### config.mk
export PLATFORM = sky130hd
export DESIGN_NAME = timer_sched
export DESIGN_NICKNAME = d
export VERILOG_FILES = /design/src/rtl/timer_sched_pkg.sv /design/src/rtl/timer_sched_rr_arbiter.sv /design/src/rtl/timer_sched.sv
export SDC_FILE = /design/constraint.sdc
export NUM_CORES = 1
export LEC_CHECK = 0
export ABC_CLOCK_PERIOD_IN_PS = 2900
export BUFFER_PORTS_ARGS = -buffer_cell sky130_fd_sc_hd__clkbuf_2
export CAP_MARGIN = 20
export CORE_MARGIN = 2
export CORE_UTILIZATION = 35
export CTS_CLUSTER_SIZE = 30
export DETAILED_ROUTE_END_ITERATION = 8
export PLACE_DENSITY = 0.62
export SLEW_MARGIN = 20
export SYNTH_ARGS = -nofsm -noshare
export SYNTH_HDL_FRONTEND = slang
export SYNTH_SLANG_ARGS = --single-unit
### constraint.sdc
create_clock -name clk -period 2.9 [get_ports clk]
set_clock_uncertainty 0.05 [all_clocks]
set_input_delay 0.435 -clock clk [delete_from_list [all_inputs] [get_ports clk]]
set_output_delay 0.435 -clock clk [all_outputs]
set_load 0.01 [all_outputs]
### src/rtl/timer_sched_pkg.sv
// Shared types and sizing helpers for the shared delay-timer scheduler.
package timer_sched_pkg;

   localparam int NREQ_DEF = 3;
   localparam int CW_DEF   = 8;

   typedef enum logic [1:0] {
      IDLE  = 2'd0,
      COUNT = 2'd1,
      DONE  = 2'd2
   } state_t;

   // Index width; never below one bit so a 1-wide id port stays legal.
   function automatic int id_width(input int n);
      return (n > 1) ? $clog2(n) : 1;
   endfunction

   localparam int IDW = id_width(NREQ_DEF);

endpackage

### src/rtl/timer_sched_rr_arbiter.sv
// Combinational round-robin arbiter: the first set request strictly after
// 'last' (wrapping) wins.
module rr_arbiter
   import timer_sched_pkg::*;
#(
   parameter int  NREQ = NREQ_DEF,
   localparam int IW   = id_width(NREQ)
) (
   input  logic [NREQ-1:0] req,
   input  logic [IW-1:0]   last,
   output logic [NREQ-1:0] gnt,
   output logic [IW-1:0]   gnt_id,
   output logic            any
);

   logic [2*NREQ-1:0] dbl;
   logic [2*NREQ-1:0] rot;
   int                sh;
   int                idx;

   always_comb begin
      dbl    = {req, req};
      sh     = int'(last) + 1;
      rot    = dbl >> sh;
      gnt    = '0;
      gnt_id = '0;
      any    = 1'b0;
      idx    = 0;
      // Bit i of the rotated vector is requester (last+1+i) mod NREQ.
      for (int i = 0; i < NREQ; i++) begin
         if (!any && rot[i]) begin
            any = 1'b1;
            idx = sh + i;
            if (idx >= NREQ) idx = idx - NREQ;
            gnt_id = IW'(idx);
            gnt    = NREQ'(1) << idx;
         end
      end
   end

endmodule

### src/rtl/timer_sched.sv
// One down-counting delay timer shared round-robin among NREQ requesters;
// the owner receives a one-cycle done pulse when its delay expires.
module timer_sched
   import timer_sched_pkg::*;
#(
   parameter int  NREQ = NREQ_DEF,
   parameter int  CW   = CW_DEF,
   localparam int IW   = id_width(NREQ)
) (
   input  logic             clk,
   input  logic             rst,
   input  logic [NREQ-1:0]  req,
   input  logic [NREQ*CW-1:0] delay,
   output logic [NREQ-1:0]  grant,
   output logic [NREQ-1:0]  done,
   output logic             busy,
   output logic [IW-1:0]    cur_id
);

   state_t          state_q, state_d;
   logic [CW-1:0]   cnt_q, cnt_d;
   logic [IW-1:0]   cur_id_q, cur_id_d;
   logic [IW-1:0]   last_q, last_d;
   logic [NREQ-1:0] grant_q, grant_d;
   logic [NREQ-1:0] done_q, done_d;

   logic [NREQ-1:0] arb_gnt;
   logic [IW-1:0]   arb_id;
   logic            arb_any;

   rr_arbiter #(.NREQ(NREQ)) u_arb (
      .req    (req),
      .last   (last_q),
      .gnt    (arb_gnt),
      .gnt_id (arb_id),
      .any    (arb_any)
   );

   always_comb begin
      state_d  = state_q;
      cnt_d    = cnt_q;
      cur_id_d = cur_id_q;
      last_d   = last_q;
      grant_d  = grant_q;
      done_d   = '0;
      case (state_q)
         IDLE: begin
            if (arb_any) begin
               cnt_d    = delay[int'(arb_id)*CW +: CW];
               cur_id_d = arb_id;
               grant_d  = arb_gnt;
               state_d  = COUNT;
            end
         end
         COUNT: begin
            // A dropped owner request cancels silently and yields the timer.
            if (!req[cur_id_q]) begin
               grant_d = '0;
               last_d  = cur_id_q;
               state_d = IDLE;
            end else if (cnt_q == '0) begin
               done_d  = grant_q;
               state_d = DONE;
            end else begin
               cnt_d = cnt_q - 1'b1;
            end
         end
         DONE: begin
            grant_d = '0;
            last_d  = cur_id_q;
            state_d = IDLE;
         end
         default: begin
            grant_d = '0;
            state_d = IDLE;
         end
      endcase
   end

   always_ff @(posedge clk or posedge rst) begin
      if (rst) begin
         state_q  <= IDLE;
         cnt_q    <= '0;
         cur_id_q <= '0;
         last_q   <= IW'(NREQ - 1);
         grant_q  <= '0;
         done_q   <= '0;
      end else begin
         state_q  <= state_d;
         cnt_q    <= cnt_d;
         cur_id_q <= cur_id_d;
         last_q   <= last_d;
         grant_q  <= grant_d;
         done_q   <= done_d;
      end
   end

   assign grant  = grant_q;
   assign done   = done_q;
   assign busy   = (state_q != IDLE);
   assign cur_id = cur_id_q;

endmodule

# Word level (Yosys, flattened, before mapping)
# Index checks and enable logic that the tools add are counted.
[totals]
inputBits = 29
out_inout_bits = 9
elab_cells = 76
regBits = 20
[classes]
magnitude_cmp = 4
addsub = 7
shift = 5
n_reduce_logical = 14
n_eq_ne = 7
mux = 33
[op_table]
columns = ["operator", "n"]
rows = [
  ["$mux W32", 6],
  ["$ge A32 B3 Y1 const B", 3],
  ["$shl A1 B32 Y3 const A", 3],
  ["$sub A32 B3 Y32 const B", 3],
  ["$add A32 B2 Y32 const B", 1],
  ["$add A32 B3 Y32 const B", 1],
  ["$shr A6 B32 Y3", 1],
  ["$mux W3", 8],
  ["$mux W8", 3],
  ["$shiftx A24 B6 Y8", 1],
  ["$pmux W8 S2", 1],
  ["$mux W2", 7],
  ["$logic_not A8 Y1", 1],
  ["$ne A2 B2 Y1 const B", 4],
  ["$pmux W2 S2", 2],
  ["$reduce_and A2 Y1", 4],
  ["$sub A8 B1 Y8 const B", 1],
  ["$pmux W3 S2", 1],
  ["$reduce_bool A2 Y1", 3],
  ["$mux W1", 4],
  ["$reduce_and A4 Y1", 1],
  ["$add A2 B1 Y3 const B", 1],
  ["$lt A2 B3 Y1 const B", 1],
  ["$ne A3 B3 Y1 const B", 1],
  ["other kinds (6)", 8],
]

# Longest topological paths before layout
# Gate-level depths: netlist (run 1).
[depth]
word_depth = 13
mapped_depth = 11
ltp_nobuf = 9

# By module
# From an unflattened synthesis (run 1), not the netlist that was laid out.
[unflattened]
hier_cells = 162
hier_area_um2 = 1532.7
[by_module_without_submodules]
columns = ["mod", "n_inst", "area_each_um2", "cells_per_inst"]
rows = [
  ["timer_sched", 1, 1221.2, 119],
  ["rr_arbiter", 1, 311.5, 43],
]

# Worst setup path after synthesis (run 1)
# OpenSTA, ideal clock, no wires.
[synth_path]
path_type = "register -> register"
from = "register last_q[1]"
to = "register cnt_q[2]"
stages_incl_launch_ff = 12
t_arrival_ns = 2.513
n_path_buf = 2
required_ns = 2.763
slack_ns = 0.250
period_less_slack_ns = 2.650
cell_sequence = "dfstp_2 > buf_2 > inv_1 > ha_1 > inv_1 > a211o_1 > a32oi_2 > a21oi_4 > buf_4 > nor3b_2 > o22ai_1 > a22oi_1"
[synth_between]
elab_chain_cells = 12
[synth_lines]
columns = ["element", "line_no", "source"]
rows = [
  ["start: declaration", "timer_sched.sv:23", "logic [IW-1:0] last_q, last_d;"],
  ["start signal: assignment", "timer_sched.sv:85", "last_q <= IW'(NREQ - 1);"],
  ["start signal: assignment", "timer_sched.sv:92", "last_q <= last_d;"],
  ["$add A2 B1 Y3 (*)", "timer_sched_rr_arbiter.sv:23", "sh = int'(last) + 1;"],
  ["parallel branches: the longest is 11 deep, another holds $add A32 B2 Y32", "n/a", ""],
  ["end signal: assignment", "timer_sched.sv:90", "cnt_q <= cnt_d;"],
  ["end: declaration", "timer_sched.sv:21", "logic [CW-1:0] cnt_q, cnt_d;"],
]
# Every way passes the cells marked *. The select of a mux whose other input is x is not followed.
# A chain may end at the register's enable or synchronous reset.

# Worst setup path after layout (run 1)
[layout_path]
from = "register last_q[1]"
to = "register cnt_q[5]"
# The elaborated chain is that of the path after synthesis.

==> out/qor.yml, run 1 <==
run_status:
  outcome: "completed"
cts:
  cts-buffers-inserted: 3
  clkTransAtPathRegs_ns: 0.08
  clockBufferDepth: 2
  root_buffer: "clkbuf_8"
  clk_latency_ns: 0.26
  cts.htree.levels: 1
  clock-sinks: 20
  cts_tree: "yes"
  holdBufCountCts: 0
grt:
  antenna_found_initial: 0
  grt_pass1_vias: 1417
  grt.total_usage_pct: 15.6
  grt-ovfl-total: 0
  grt_pass1_wl_um: 6480
  grt_max_degree: 21
finish:
  drive_gt1_share_pct: 29.4
  seq_area_um2: 502
  layout.nets: 254
  nFillCells: 451
  area_delta_synth_final_pct: 17.5
  multi_input_area_mm2: 0.00102
  final-instance-count-excl-fill: 270
  antennaDiodeCount: 0
worst_setup_path:
  cp-start-kind: "flip-flop"
  cp_slowest_cell: "dfstp_2"
  cp_max_fo: 15
  cp-end-kind: "flip-flop"
  worstPathRequired_ns: 3.03
  cpLargestDelayFamily: "compound AO/OA/AOI/OAI gates"
  slowest_delay_ns: 0.62
  cp.arrival_ns: 2.81
  r2r_cells: 10
  critPathKind: "reg2reg"
  rr_startpoint: "last_q[1]"
  cp.depth: 10
  cp_num_buf_inv: 3
  cpMostUsedCell: "inv_1"
  path_cells: "inv_1, ha_1, inv_1, a211o_1, a32oi_2, a21oi_4, buf_4, nor3b_2, o22ai_1, a22oi_1"
  regToRegEndpoint: "cnt_q[5]"
  reg2reg_slack_ns: 0.22
place:
  gp_congestion: 0.843
  place_inst: 264
  numPortBuffers: 37
  dp_slack_ns: 0.179
  dp_hpwl_um: 2830
timing:
  holdWs_ns: 0.232
  setup_violations: 0
  grt_setup_unrepaired: "false"
  period_share_pct: 92.5
  worst_slew_pin_slew_ns: 0.766
  slew_viol_final: 0
  fmax_ghz: 0.373
  hold_violations: 0
  period_needed_ns: 2.68
  worst_slack_ns: 0.218
  tns_ns: 0
  max_slew_margin_pct: 48.9
route:
  ant_nets: 0
  drc: 0
  wl_per_cell_um: 13.8
  dr.pass1.iters: 4
  viasPerCell: 5.46
  vias: 1475
  drt_iter0_markers: 88
  drt_wl_total_um: 3740
worst_hold_path:
  hp-class: "in2async"
yosys:
  synthMuxAreaShare_pct: 8.57
  synth_seq_area_share_pct: 31.0
  yosysTopAreaCellShare_pct: 29.3
  synth-simple-area-share_pct: 23.6
  syn_area_per_cell_um2: 8.95
  yosys-top-cells-area: "dfrtp_1 29%, ha_1 4.6%, o21ai_0 4.3%"
  synth_top_cell_by_area: "dfrtp_1"
  ys_seq_elements: 20
  async_flop_share_pct: 100
  syn_area_mm2: 0.00162
  synth_xor_area_share_pct: 0
  synth_fa_ha_area_share_pct: 4.63
  synth-compound-area-share_pct: 25.7
  synth-edff-count: 0
  synth_common_cells: "19 x dfrtp_1, 16 x nand2_1, 14 x o21ai_0"
  synth_top_family_by_area: "compound AO/OA/AOI/OAI gates"
  ys_warn_count: 0
  synth_flop_cell: "dfrtp_1"
  synth_cells: 181
  synth.net_count: 216
  yosysUniqueCellTypes: 49
  yosysMostFrequentCell: "dfrtp_1"
die:
  dieArea_mm2: 0.00519
  io_pins: 38
  die_w_um: 72.0
  core_area_mm2: 0.00441
  rows: 24
  start_util_pct: 36.7
  die_height_um: 72.0
pwr:
  leakagePower_nw: 0.860
  power_mw: 1.96
  irDropWorstVdd_mv: 0.496
  powerDensity_mw_per_mm2: 1030
flow_run:
  maxCapViolations: 0
-- repair_timing --
item | in CTS | in global routing
buffers inserted | 0 | 2
resized for setup | 0 | 1
setup endpoints to repair | 0 | 3
-- placed cells by master, fill, tap and decap left out, types with 2 or more instances in the layout --
| master | n |
|---|---|
| clkbuf_8 | 3 |
| nor4_1 | 2 |
| ha_1 | 6 |
| nand3b_1 | 3 |
| or3b_1 | 2 |
| inv_1 | 8 |
| or2_2 | 2 |
| a222oi_1 | 2 |
| nor2_1 | 5 |
| o22ai_1 | 5 |
| buf_4 | 8 |
| mux2_2 | 3 |
| nand2b_1 | 6 |
| a31oi_1 | 2 |
| and2_1 | 4 |
| o21ai_1 | 3 |
| and3_1 | 4 |
| nor3b_1 | 4 |
| mux2_1 | 4 |
| o21ai_0 | 14 |
| a22oi_1 | 6 |
| o211ai_1 | 4 |
| o21a_1 | 3 |
| nand3_1 | 6 |
| o311ai_0 | 2 |
| nor3b_2 | 3 |
| clkbuf_2 | 37 |
| nand2_1 | 15 |
| nor2b_1 | 3 |
| dfrtp_1 | 19 |
| mux2i_1 | 6 |
| a21oi_1 | 6 |
-- cells by family after synthesis --
family,after synthesis
and+or+nand+nor,64
AOI/OAI and AO/OA,58
adders and majority gates,6
muxes,13
buffers and inverters,20
DFF,20
-- registers in the layout, summed over array words and instances, names as in the netlist --
name / count
cnt_q: 8
state_q: 2
grant: 3
cur_id: 2
last_q: 2
done: 3
-- worst register-to-register path: stages, from the launching register on --
cell and delay [ns]:
dfstp_2 0.62, inv_1 0.08, ha_1 0.35, inv_1 0.11
a211o_1 0.32, a32oi_2 0.28, a21oi_4 0.18, buf_4 0.18
nor3b_2 0.17, o22ai_1 0.10, a22oi_1 0.16
-- layer usage --
metal / global-route usage [%] / wire length [um]
met5: 0 / 0
met4: 4.40 / 42
met3: 2.22 / 185
met2: 25.4 / 1670
met1: 21.6 / 1840
-- per-stage QoR --
step | area, um^2 | util [%]
finish | 1900 | 43.1
detailed placement | 1840 | 41.7
floorplan | 1620 | -
global route | 1900 | 43.1
global placement | 1840 | 41.7
CTS | 1890 | 42.7
-- area by class of cell --
class | instances | share of cell area, %
sequential | 20 | 26.4
tap | 52 | 3.42
clock buffer | 4 | 2.37
multi-input combinational | 141 | 53.4
timing repair buffer | 45 | 12.9
inverter | 8 | 1.58
-- how the worst max path moves through the flow --
| stage | from | to | slack [ns] |
|---|---|---|---|
| 2_1_floorplan | last_q[1] | cnt_q[2] | 0.25 |
| 3_3_place_gp | last_q[1] | cnt_q[5] | 0.25 |
| 3_5_place_dp | last_q[1] | cnt_q[6] | 0.18 |
| 4_1_cts | last_q[1] | cnt_q[5] | 0.16 |
| 5_1_grt | last_q[1] | cnt_q[5] | 0.02 |
| 6_report | last_q[1] | cnt_q[5] | 0.22 |
-- power breakdown --
part | total (mW) | switching, mW | leakage (nW) | internal [mW]
Combinational | 1.23 | 0.670 | 0.587 | 0.563
Clock | 0.194 | 0.0959 | 0.0228 | 0.0980
Sequential | 0.535 | 0.139 | 0.250 | 0.395
Total | 1.96 | 0.906 | 0.860 | 1.06
Note: power is estimated with default switching activity, not from simulation.
==> inputs of run 2 (changes only) <==
--- a/config.mk
+++ b/config.mk
@@ -13,6 +13,7 @@
 export CTS_CLUSTER_SIZE = 30
 export DETAILED_ROUTE_END_ITERATION = 8
 export PLACE_DENSITY = 0.62
+export REMOVE_ABC_BUFFERS = 1
 export SLEW_MARGIN = 20
 export SYNTH_ARGS = -nofsm -noshare
 export SYNTH_HDL_FRONTEND = slang
==> out/qor.yml, run 2 (same netlist as run 1, synthesis figures left out) <==
worst_setup_path:
  r2r_cells: 11  # +1
  path_cells: "inv_1, ha_1, inv_1, a211o_1, a32oi_2, a21oi_4, buf_12, buf_4, nor3b_2, o22ai_1, a22oi_1"
  critPathKind: "reg2reg"
  cpMostUsedCell: "inv_1"
  cp_slowest_cell: "dfrtp_1"
  cp-start-kind: "flip-flop"
  reg2reg_slack_ns: 0.28  # +0.06 ns
  cp-end-kind: "flip-flop"
  cp_max_fo: 16  # +1
  regToRegEndpoint: "cnt_q[5]"
  cp_num_buf_inv: 4  # +1
  worstPathRequired_ns: 3.03  # about the same
  slowest_delay_ns: 0.46  # -0.16 ns
  rr_startpoint: "last_q[0]"
  cpLargestDelayFamily: "compound AO/OA/AOI/OAI gates"
  cp.arrival_ns: 2.75  # -0.06 ns
timing:
  slew_viol_final: 0  # unchanged
  grt_setup_unrepaired: "false"
  max_slew_margin_pct: 45.4  # -3.4 points
  worst_slew_pin_slew_ns: 0.818  # +0.0513 ns
  fmax_ghz: 0.382  # +2.3%
  hold_violations: 0  # unchanged
  period_share_pct: 90.4  # -2.1 points
  period_needed_ns: 2.62  # -0.0611 ns
  setup_violations: 0  # unchanged
  tns_ns: 0  # unchanged
pwr:
  irDropWorstVdd_mv: 0.366  # -26%
  power_mw: 2.03  # +3.3%
  leakagePower_nw: 0.874  # +1.7%
  powerDensity_mw_per_mm2: 1050  # +2.0%
flow_run:
  maxCapViolations: 0  # unchanged
cts:
  root_buffer: "clkbuf_8"
  cts.htree.levels: 1  # unchanged
  clkTransAtPathRegs_ns: 0.08  # about the same
  clock-sinks: 20  # unchanged
  cts_tree: "yes"
  cts-buffers-inserted: 3  # unchanged
  clk_latency_ns: 0.26  # about the same
  clockBufferDepth: 2  # unchanged
route:
  drc: 0  # unchanged
  ant_nets: 0  # unchanged
  drt_wl_total_um: 3780  # +1.0%
  vias: 1455  # -1.4%
  wl_per_cell_um: 13.9  # +0.27%
  dr.pass1.iters: 4  # unchanged
  viasPerCell: 5.35  # -2.1%
  drt_iter0_markers: 70  # -20%
worst_hold_path:
  hp-class: "in2async"
die:
  rows: 24  # unchanged
  core_area_mm2: 0.00441  # unchanged
  die_w_um: 72.0  # unchanged
  die_height_um: 72.0  # unchanged
  dieArea_mm2: 0.00519  # unchanged
  io_pins: 38  # unchanged
  start_util_pct: 36.7  # unchanged
finish:
  layout.nets: 256  # +0.79%
  multi_input_area_mm2: 0.00101  # -0.25%
  top_register: "cnt_q"
  antennaDiodeCount: 0  # unchanged
  largest_register_ffs: 8  # unchanged
  final_common_cell: "clkbuf_2"
  final-instance-count-excl-fill: 272  # +0.74%
  mostFrequentLayoutCells: "37 x clkbuf_2, 19 x dfrtp_1, 16 x nand2_1"
  area_delta_synth_final_pct: 19.0
  nFillCells: 455  # +0.89%
  seq_area_um2: 502  # unchanged
  drive_gt1_share_pct: 29.5  # +0.19 points
grt:
  grt-ovfl-total: 0  # unchanged
  grt_max_degree: 21  # unchanged
  grt_pass1_vias: 1360  # -4.0%
  antenna_found_initial: 0  # unchanged
  grt_pass1_wl_um: 6410  # -1.1%
  grt.total_usage_pct: 15.2  # -0.42 points
place:
  place_inst: 265  # +0.38%
  dp_hpwl_um: 2730  # -3.5%
  numPortBuffers: 37  # unchanged
  gp_congestion: 0.995  # +18%
run_status:
  outcome: "completed"
-- run 2: cell count changes in the layout (fill, tap and decap cells not counted), sizes merged --
cell	change
buf	+2
-- run 2: metrics by stage --
stage                     instance area [um^2]  hold slack [ns]  util, %  setup slack, ns
final                                     1930            0.257     43.7            0.279
after floorplan                           1550            0.348        -            0.257
after CTS                                 1890            0.289     42.9            0.209
after global routing                      1930            0.312     43.7            0.102
after detailed placement                  1850            0.456     41.9            0.197
after global placement                    1850            0.446     41.9            0.239
-- run 2: worst max-delay path by stage --
stage	startpoint	to	depth (start not counted)
2_1_floorplan	last_q[1]	cnt_q[2]	9
3_3_place_gp	req[1]	cnt_q[4]	8
3_5_place_dp	last_q[0]	cnt_q[4]	9
4_1_cts	last_q[0]	cnt_q[2]	9
5_1_grt	last_q[0]	cnt_q[5]	11
6_report	last_q[0]	cnt_q[5]	11
-- run 2: power by group --
part | internal (mW) | switching, mW
clock network | 0.0978 | 0.0970
logic | 0.610 | 0.694
registers | 0.395 | 0.132
-- run 2: layout make-up --
cell class                      count  area share, %
Inverter                            8           1.56
Timing Repair Buffer               47           14.1
Sequential cell                    20           26.0
Multi-Input combinational cell    141           52.6
Clock buffer                        4           2.34
Tap cell                           52           3.37
-- run 2: layer usage --
metal | global-route usage (%) | vias up | share of wire [%]
met1 | 22.4 | 670 | 51
met2 | 24.4 | 35 | 44
li1 | - | 748 | -
met3 | 1.25 | 2 | 3.9
met4 | 3.14 | 0 | 0.71
met5 | 0 | - | 0
-- run 2: what timing repair did --
item	CTS	global route
endpoints found under the setup margin	0	4
setup buffers	0	3
hold buffers	0	0
resized for setup	0	0
==> inputs of run 3 (changes only) <==
--- a/config.mk
+++ b/config.mk
@@ -5,14 +5,14 @@
 export SDC_FILE = /design/constraint.sdc
 export NUM_CORES = 1
 export LEC_CHECK = 0
-export ABC_CLOCK_PERIOD_IN_PS = 2900
+export ABC_CLOCK_PERIOD_IN_PS = 2200
 export BUFFER_PORTS_ARGS = -buffer_cell sky130_fd_sc_hd__clkbuf_2
 export CAP_MARGIN = 20
 export CORE_MARGIN = 2
 export CORE_UTILIZATION = 35
 export CTS_CLUSTER_SIZE = 30
 export DETAILED_ROUTE_END_ITERATION = 8
-export PLACE_DENSITY = 0.62
+export PLACE_DENSITY = 0.64
 export REMOVE_ABC_BUFFERS = 1
 export SLEW_MARGIN = 20
 export SYNTH_ARGS = -nofsm -noshare
==> constraint.sdc (replaced) <==
create_clock -name clk -period 2.2 [get_ports clk]
set_clock_uncertainty 0.05 [all_clocks]
set_input_delay 0.33 -clock clk [delete_from_list [all_inputs] [get_ports clk]]
set_output_delay 0.33 -clock clk [all_outputs]
set_load 0.01 [all_outputs]
==> out/qor.yml, run 3 (same netlist as run 1, synthesis figures left out) <==
timing:
  slew_viol_final: 0  # unchanged
  worst_slew_pin_slew_ns: 0.818  # -0.0000558 ns
  period_needed_ns: 2.42  # -0.196 ns
  grt_setup_unrepaired: "true"
  hold_violations: 0  # unchanged
  max_slew_margin_pct: 45.4  # about the same
  worst_slack_ns: -0.224  # -0.504 ns
  setup_violations: 9  # +9
  tns_ns: -1.65  # -1.65 ns
  fmax_ghz: 0.412  # +8.1%
  period_share_pct: 110  # +20 points
  holdWs_ns: 0.140  # -0.116 ns
place:
  gp_congestion: 0.833  # -16%
  place_area_mm2: 0.00206  # +11%
  numPortBuffers: 37  # unchanged
  dp_hpwl_um: 3090  # +13%
grt:
  grt_pass1_wl_um: 6950  # +8.4%
  grt_pass1_vias: 1518  # +12%
  met3_usage_pct: 1.53  # +0.28 points
  antenna_found_initial: 0  # unchanged
  grt_max_degree: 21  # unchanged
  grt_use_met1_pct: 22.3  # -0.087 points
  grt.total_usage_pct: 17.0  # +1.8 points
  grt-ovfl-total: 0  # unchanged
  grt.busiest_layer: "met2"
  grt_util_met2_pct: 29.2  # +4.8 points
route:
  drt_wl_total_um: 4640  # +23%
  vias: 1645  # +13%
  wl_per_cell_um: 14.9  # +7.5%
  ant_nets: 0  # unchanged
  drt_iter0_markers: 91  # +30%
  dr.pass1.iters: 4  # unchanged
  drc: 0  # unchanged
  viasPerCell: 5.29  # -1.1%
cts:
  clock-sinks: 20  # unchanged
  clockBufferDepth: 2  # unchanged
  cts.htree.levels: 1  # unchanged
  clkTransAtPathRegs_ns: 0.08  # about the same
  clk_latency_ns: 0.27  # about the same
  holdBufCountCts: 0  # unchanged
  cts_tree: "yes"
  cts-buffers-inserted: 3  # unchanged
  root_buffer: "clkbuf_8"
finish:
  drive_gt1_share_pct: 47.9  # +18 points
  mostFrequentLayoutCells: "44 x buf_4, 37 x clkbuf_2, 19 x dfrtp_1"
  design_area_mm2: 0.00240  # +24%
  top_register: "cnt_q"
  post-route-util_pct: 54.3  # +11 points
  area_delta_synth_final_pct: 47.9
  antennaDiodeCount: 0  # unchanged
  final_common_cell: "buf_4"
  layout.nets: 295  # +15%
  largest_register_ffs: 8  # unchanged
run_status:
  outcome: "complete, but fails checks"
  violations: "negative setup slack"
worst_setup_path:
  cp.arrival_ns: 2.56  # -0.19 ns
  setup.worst_path.start: "last_q[1]"
  reg2reg_slack_ns: -0.22  # -0.50 ns
  rr_startpoint: "last_q[1]"
  worstPathRequired_ns: 2.33  # -0.70 ns
  cp_max_fo: 4  # -12
  r2r_cells: 10  # -1
  crit_path_end: "cnt_q[5]"
  cp-start-kind: "flip-flop"
  regToRegEndpoint: "cnt_q[5]"
  cp-end-kind: "flip-flop"
  critPathKind: "reg2reg"
die:
  io_pins: 38  # unchanged
  core_area_mm2: 0.00441  # unchanged
  die_height_um: 72.0  # unchanged
  rows: 24  # unchanged
  dieArea_mm2: 0.00519  # unchanged
  die_w_um: 72.0  # unchanged
  start_util_pct: 36.7  # unchanged
pwr:
  cell_internal_pwr_mw: 2.07  # +87%
  p_clk_share_pct: 10.6  # +1.0 points
  power_frac_comb_pct: 70.5  # +6.1 points
  power.switching_mw: 1.51  # +64%
  irDropWorstVdd_mv: 0.599  # +63%
  swShare_pct: 42.3  # -3.3 points
  powerDensity_mw_per_mm2: 1490  # +42%
  seq_power_share_pct: 18.9  # -7.1 points
  leakagePower_nw: 1.10  # +26%
  power_mw: 3.58  # +77%
flow_run:
  maxCapViolations: 0  # unchanged
worst_hold_path:
  hp-class: "in2async"
run 3: cell types whose count changed in the layout (fill, tap and decap cells not counted), sizes merged:
| cell | change |
|---|---|
| buf | +37 |
| a21oi | +1 |
| and2 | +1 |
| bufinv | +1 |
| clkbuf | -1 |
run 3: cell type report:
class / instances / area [um^2]
clock inverter: 1 / 30.0
inverter: 8 / 30.0
fill: 396 / 2020
timing repair buffer: 84 / 553
sequential: 20 / 502
tap: 52 / 65.1
clock buffer: 3 / 41.3
multi-input combinational: 143 / 1170
run 3: worst min-delay path by stage:
stage	endpoint	depth (start not counted)	start
after floorplan	cnt_q[0]	1	rst
after global placement	done[1]	2	rst
after detailed placement	state_q[1]	2	rst
after CTS	done[0]	2	rst
after global routing	state_q[1]	2	rst
final	state_q[1]	2	rst
run 3: power by group through the flow:
| stage | clock network, mW | registers [mW] | logic [mW] |
|---|---|---|---|
| 2_1_floorplan | 0 | 0.702 | 1.14 |
| 3_3_place_gp | 0 | 0.672 | 1.89 |
| 3_5_place_dp | 0 | 0.678 | 1.92 |
| 4_1_cts | 0.384 | 0.673 | 2.27 |
| 5_1_grt | 0.400 | 0.704 | 2.72 |
| 6_report | 0.380 | 0.677 | 2.52 |
run 3: metrics by stage:
step	cells	worst slack, ns
6_report	311	-0.224
5_1_grt	311	-0.329
3_5_place_dp	293	-0.329
3_3_place_gp	293	-0.255
2_1_floorplan	169	-0.443
4_1_cts	305	-0.242
run 3: worst max-delay path, stage by stage, from the launching register on:
cell and delay [ns]:
dfstp_2 0.56, inv_2 0.06, ha_4 0.28, inv_2 0.04, a211o_1 0.27, a32oi_4 0.34
a21oi_4 0.13, buf_4 0.16, nor3b_2 0.17, o22ai_1 0.10, a22oi_1 0.18
run 3: what timing repair did:
action	CTS	global route
endpoints found under the setup margin	8	10
buffers inserted	9	5
hold endpoints to repair	0	0
resized for setup	16	17
cloned	1	1
pin swaps	13	8
run 3: per-layer routing:
layer	up-vias	wire [um]	part of all wire, %
met5	-	0	0
met4	0	65	1.4
met3	6	151	3.3
met2	37	2260	49
met1	767	2170	47
li1	835	-	-
